$ cat src/rtl/tour_cmd_pkg.sv
// tour_cmd_pkg: shared FSM states, error codes and Knight command constants for tour_cmd_player.
package tour_cmd_pkg;
  typedef enum logic [2:0] {S_IDLE, S_SEND, S_WAIT_SNT, S_WAIT_RESP, S_NEXT, S_ERR} tour_state_t;
  typedef enum logic [1:0] {ERR_NONE = 2'b00, ERR_TIMEOUT = 2'b01, ERR_NAK = 2'b10} err_code_t;
  localparam logic [7:0] POS_ACK = 8'hA5;
  localparam logic [15:0] CAL_GYRO = 16'h2000;
  localparam logic [3:0] OP_MOVE = 4'h4;
  localparam logic [3:0] OP_MOVE_FF = 4'h5;
  function automatic logic [15:0] move_cmd(input logic [3:0] op, input logic [7:0] heading, input logic [3:0] sqrs);
    return {op, heading, sqrs};
  endfunction
endpackage

$ cat src/rtl/tour_cmd_mem.sv
// tour_cmd_mem: DEPTH x 16 command store, synchronous write and combinational read.
// No reset, so the stored tour survives rst; swap for a RAM macro if needed.
module tour_cmd_mem #(
  parameter int DEPTH = 16
) (
  input  logic                     clk,
  input  logic                     i_we,
  input  logic [$clog2(DEPTH)-1:0] i_waddr,
  input  logic [15:0]              i_wdata,
  input  logic [$clog2(DEPTH)-1:0] i_raddr,
  output logic [15:0]              o_rdata
);
  logic [15:0] r_mem [DEPTH];
  always_ff @(posedge clk)
    if (i_we) r_mem[i_waddr] <= i_wdata;
  assign o_rdata = r_mem[i_raddr];
endmodule

$ cat src/rtl/tour_cmd_player.sv
// tour_cmd_player: replays stored Knight commands into RemoteComm, checking ack, timeout and NAK.
// Define TOUR_CMD_RETRY_EN to re-send a failed command up to MAX_RETRY times.
module tour_cmd_player
  import tour_cmd_pkg::*;
#(
  parameter int DEPTH       = 16,
  parameter int TIMEOUT_CYC = 1000000,
  parameter int MAX_RETRY   = 2
) (
  input  logic                     clk,
  input  logic                     rst,
  input  logic                     load_we,
  input  logic [$clog2(DEPTH)-1:0] load_addr,
  input  logic [15:0]              load_data,
  input  logic [$clog2(DEPTH):0]   num_cmds,
  input  logic                     start,
  output logic [15:0]              cmd,
  output logic                     snd_cmd,
  input  logic                     cmd_snt,
  input  logic                     resp_rdy,
  input  logic [7:0]               resp,
  output logic                     busy,
  output logic                     done,
  output logic                     err,
  output logic [1:0]               err_code,
  output logic [$clog2(DEPTH)-1:0] cur_idx
);
  localparam int AW = $clog2(DEPTH);
  localparam int CW = $clog2(TIMEOUT_CYC);
  localparam logic [CW-1:0] TC = CW'(TIMEOUT_CYC - 1);
  tour_state_t r_state;
  err_code_t r_code;
  logic [15:0] r_cmd, w_rdata;
  logic r_snd, r_done, r_err;
  logic [AW-1:0] r_idx;
  logic [AW:0] r_num, w_num;
  logic [CW-1:0] r_cnt;
  logic w_start, w_fail, w_can_retry, w_last;
  assign busy = r_state != S_IDLE && r_state != S_ERR;
  assign w_start = start && !busy;
  assign w_num = num_cmds > (AW+1)'(DEPTH) ? (AW+1)'(DEPTH) : num_cmds;
  // A response in the terminal-count cycle takes priority over the timeout.
  assign w_fail = r_state == S_WAIT_RESP && (resp_rdy ? resp != POS_ACK : r_cnt == TC);
  assign w_last = {1'b0, r_idx} == r_num - 1'b1;
  assign cmd = r_cmd;
  assign snd_cmd = r_snd;
  assign done = r_done;
  assign err = r_err;
  assign err_code = r_code;
  assign cur_idx = r_idx;
  tour_cmd_mem #(.DEPTH(DEPTH)) u_mem (
    .clk(clk),
    .i_we(load_we && !busy),
    .i_waddr(load_addr),
    .i_wdata(load_data),
    .i_raddr(r_idx),
    .o_rdata(w_rdata)
  );
`ifdef TOUR_CMD_RETRY_EN
  localparam int RW = MAX_RETRY > 0 ? $clog2(MAX_RETRY + 1) : 1;
  logic [RW-1:0] r_retry;
  always_ff @(posedge clk)
    if (rst || w_start || r_state == S_NEXT) r_retry <= '0;
    else if (w_fail && w_can_retry) r_retry <= r_retry + 1'b1;
  assign w_can_retry = r_retry < RW'(MAX_RETRY);
`else
  assign w_can_retry = 1'b0;
`endif
  always_ff @(posedge clk)
    if (rst) begin
      r_state <= S_IDLE;
      r_code <= ERR_NONE;
      r_cmd <= '0;
      r_snd <= 1'b0;
      r_done <= 1'b0;
      r_err <= 1'b0;
      r_idx <= '0;
      r_num <= '0;
      r_cnt <= '0;
    end else begin
      r_snd <= 1'b0;
      r_done <= 1'b0;
      if (r_cnt != TC) r_cnt <= r_cnt + 1'b1;
      case (r_state)
        S_IDLE, S_ERR: if (start) begin
          r_err <= 1'b0;
          r_code <= ERR_NONE;
          r_idx <= '0;
          r_num <= w_num;
          r_done <= num_cmds == '0;
          r_state <= num_cmds == '0 ? S_IDLE : S_SEND;
        end
        S_SEND: begin
          r_cmd <= w_rdata;
          r_snd <= 1'b1;
          r_cnt <= '0;
          r_state <= S_WAIT_SNT;
        end
        S_WAIT_SNT: if (cmd_snt) r_state <= S_WAIT_RESP;
        S_WAIT_RESP:
          if (w_fail) begin
            if (w_can_retry) r_state <= S_SEND;
            else begin
              r_err <= 1'b1;
              r_code <= resp_rdy ? ERR_NAK : ERR_TIMEOUT;
              r_state <= S_ERR;
            end
          end else if (resp_rdy) r_state <= S_NEXT;
        S_NEXT:
          if (w_last) begin
            r_done <= 1'b1;
            r_state <= S_IDLE;
          end else begin
            r_idx <= r_idx + 1'b1;
            r_state <= S_SEND;
          end
        default: r_state <= S_IDLE;
      endcase
    end
endmodule

$ cat config.mk
export PLATFORM = sky130hd
export DESIGN_NAME = tour_cmd_player
export DESIGN_NICKNAME = d
export VERILOG_FILES = /design/src/rtl/tour_cmd_pkg.sv /design/src/rtl/tour_cmd_mem.sv /design/src/rtl/tour_cmd_player.sv
export SDC_FILE = /design/constraint.sdc
export NUM_CORES = 1
export LEC_CHECK = 0
export BUFFER_PORTS_ARGS = -buffer_cell sky130_fd_sc_hd__clkbuf_2
export CORE_MARGIN = 1
export CORE_UTILIZATION = 52
export CTS_CLUSTER_DIAMETER = 30
export DETAILED_ROUTE_END_ITERATION = 8
export PLACE_DENSITY = 0.7
export RECOVER_POWER = 50
export SYNTH_ARGS = -nofsm -noshare
export SYNTH_HDL_FRONTEND = slang
export SYNTH_SLANG_ARGS = --single-unit
export TNS_END_PERCENT = 1
$ cat constraint.sdc
create_clock -name clk -period 4.03 [get_ports clk]
set_input_delay 0.6045 -clock clk [delete_from_list [all_inputs] [get_ports clk]]
set_output_delay 0.6045 -clock clk [all_outputs]
set_load 0.05 [all_outputs]
==> run metrics <==
combinational group share of total power=0.153; Final Slew Violations=0; VDD IR-drop max=0.498 mV; Slowest cell on crit path=dfxtp_1; top cell types by occurrence after synthesis=edfxtp_1 (256), mux4_2 (72), dfxtp_1 (53); clock skew=23.3 ps; HPWL Detailed=15,500 µm; status=complete, no violations; Die ar.=24,100 µm²; sequential standard cell area=8750 µm²; Multi-input gate area=3260 µm²; First DRT Iteration DRCs=574; post-synthesis mux area share=0.155; post-CTS sizing=0; path type of the worst setup path=register to output pin; Worst path max stage delay=540 ps; Buffers on Ports=64; Post-layout nets=804; gpl congestion=0.821; top post-synthesis cells by area=edfxtp_1 (63%), mux4_2 (13%), dfxtp_1 (8.7%), mux4_1 (1.7%), nor2_1 (1.3%); worst-path fanout max=13; setup TNS=0 ps; DRT Pass-1 Iters=6; final hold viol count=0; GRT Total Usage=0.234; Synth Area in Simple Gates=0.0551; post-synth top area share=0.630; Synth Flop Type=edfxtp_1; Clk pin slew, worst setup/hold paths=50 ps; Sw Share=0.263; clock share of power=0.461; Yosys cell types=55; largest net degree at the start of global routing=51; diode count=0; Worst Path Arrival=2240 ps; CTS tree=built; Worst Max-Slew Pin Slew=1190 ps; Psw=2.61 mW; post-CTS setup buffers=0; synthesized net count=695; Clock Sinks=309; Final Cycle Share=0.707; WL/cell=23.8 µm; Worst Hold Class=primary input to register; FF+latch count, synth=309; xor/xnor share of the synthesized area=0.0172; DIE HEIGHT=155 µm; CTS Buffer Depth=3; Mapped Cells=653; Clock Tree Root=clkbuf_16; Cell Rows=55; Worst R2R Setup Slack=1190 ps; Syn Area/Cell=18.7 µm²; die width=155 µm; CP Cell Sequence=nand2_1 -> a21oi_1 -> buf_4 -> inv_1 -> clkbuf_2; num ports=65; CP required=3430 ps; post-synthesis cell area=12,200 µm²; Synth Warn #=0; vias per cell=5.95; fraction of layout cells with a size suffix above 1=0.274; hold_ws=376 ps; main combinational cell family by area after synthesis=multiplexers; adder-cell share of the synthesized area=0.00307; post-route ant nets=0; first-pass GRT wire length=41,100 µm; Async S/R FF share, synth=0; Flop pwr share=0.386; DRC=0; number of synthesized flops with an enable pin=256; TritonCTS buffer count=54; most frequent cell after synthesis=edfxtp_1; fill count=1,579; post-synthesis compound-gate area fraction=0.0354; Layout area overhead=21.3%; Post-CTS Hold Buffers=0; Pint=7.32 mW; Seq/Total Area, Yosys=0.717; minimum clock period=2850 ps; post-synth top area cell=edfxtp_1; DR vias=6,663; PD cells=671 nW/µm²; max-cap viol count=0; Worst Setup Start Kind=register; initial antenna violation count=0; vias in the first global route=7,044; Worst Setup End Kind=output pin; Slew headroom=0.203; Worst-Skew Late Latency=550 ps; H-tree depth=2; final setup violation count=0; Core Region=22,800 µm²; leakage power=4.75 nW; Initial Utilization=0.534; fmax=351 MHz; RSZ-0062 raised after global routing=no; grt ovf=0; Routed WL=26,600 µm
state kept, by name, indices dropped and copies added, names as in the netlist:
register,count
r_state,3
cur_idx,4
err,1
cmd,16
r_cnt,20
err_code,2
u_mem.r_mem,256
done,1
r_num,5
snd_cmd,1
worst max-delay path: cells and delay by family, from the launching register on:
kind	cells	cell delay [ps]
AOI/OAI and AO/OA	1	440
DFF	1	540
and+or+nand+nor	1	180
buffers and inverters	3	560
kinds of logic after synthesis:
| group | after synthesis |
|---|---|
| flops | 309 |
| mux | 86 |
| xor+xnor | 24 |
| compound gates | 58 |
| buf+inv | 43 |
| simple gates | 130 |
| fa+ha+maj | 3 |
metal layers:
| layer | track usage | up-vias | part of all wire |
|---|---|---|---|
| li1 | - | 2893 | - |
| met4 | 0.0859 | 0 | 0.028 |
| met1 | 0.292 | 3391 | 0.39 |
| met5 | 0 | - | 0 |
| met2 | 0.408 | 311 | 0.52 |
| met3 | 0.0462 | 68 | 0.064 |
power by group through the flow:
stage          sequential, mW  combinational (mW)  clock, mW
2_1_floorplan            3.92                1.13          0
3_3_place_gp             3.89                1.51          0
3_5_place_dp             3.90                1.54          0
4_1_cts                  3.84                1.55       4.64
5_1_grt                  3.87                1.62       4.77
6_report                 3.84                1.52       4.58
placed cells by master, fill, tap and decap left out, types with 6 or more instances in the layout:
master,synthesis,final
nand3_1,7,7
mux4_2,72,72
mux2i_1,6,6
clkinv_4,0,7
buf_4,1,17
nand4b_1,6,6
a21oi_1,12,12
nor3_1,11,7
clkinvlp_4,0,11
xnor2_1,14,14
inv_1,8,9
nor2_1,41,40
clkbuf_16,0,54
dfxtp_1,53,51
a22o_1,16,16
bufinv_16,0,8
nand2_1,25,25
nand2b_1,7,7
xor2_1,10,10
clkbuf_1,20,42
mux4_1,8,8
clkbuf_2,0,25
edfxtp_1,256,256
nand4_1,7,7
path summary, 6_finish.rpt:
kind,from,endpoint,cells past startpoint
worst max-delay path,r_state[0]$_SDFFE_PP0P_,busy,5
worst min-delay path,num_cmds[3],r_num[3]$_SDFFE_PP0P_,3
worst max register to register,r_state[0]$_SDFFE_PP0P_,u_mem.r_mem[10][2]$_DFFE_PP_,4
worst min register to register,cmd[4]$_SDFFE_PP0P_,cmd[4]$_SDFFE_PP0P_,1
per-stage QoR:
step	power, mW	setup slack (ps)	util	area [µm²]	std cells
finish	9.93	1180	0.648	14800	1119
global route	10.3	965	0.648	14800	1119
CTS	10.0	1180	0.650	14900	1119
detailed placement	5.44	1260	0.569	13000	1019
global placement	5.40	1310	0.569	13000	1019
floorplan	5.05	1060	-	12200	653
area by class of cell:
type / count / share of cell area
Sequential cell: 309 / 0.591
Multi-Input combinational cell: 301 / 0.220
Clock buffer: 58 / 0.0929
Timing Repair Buffer: 86 / 0.0337
Clock inverter: 42 / 0.0330
Tap cell: 313 / 0.0264
Inverter: 10 / 0.00253
Power figures use the tool's default switching activity.
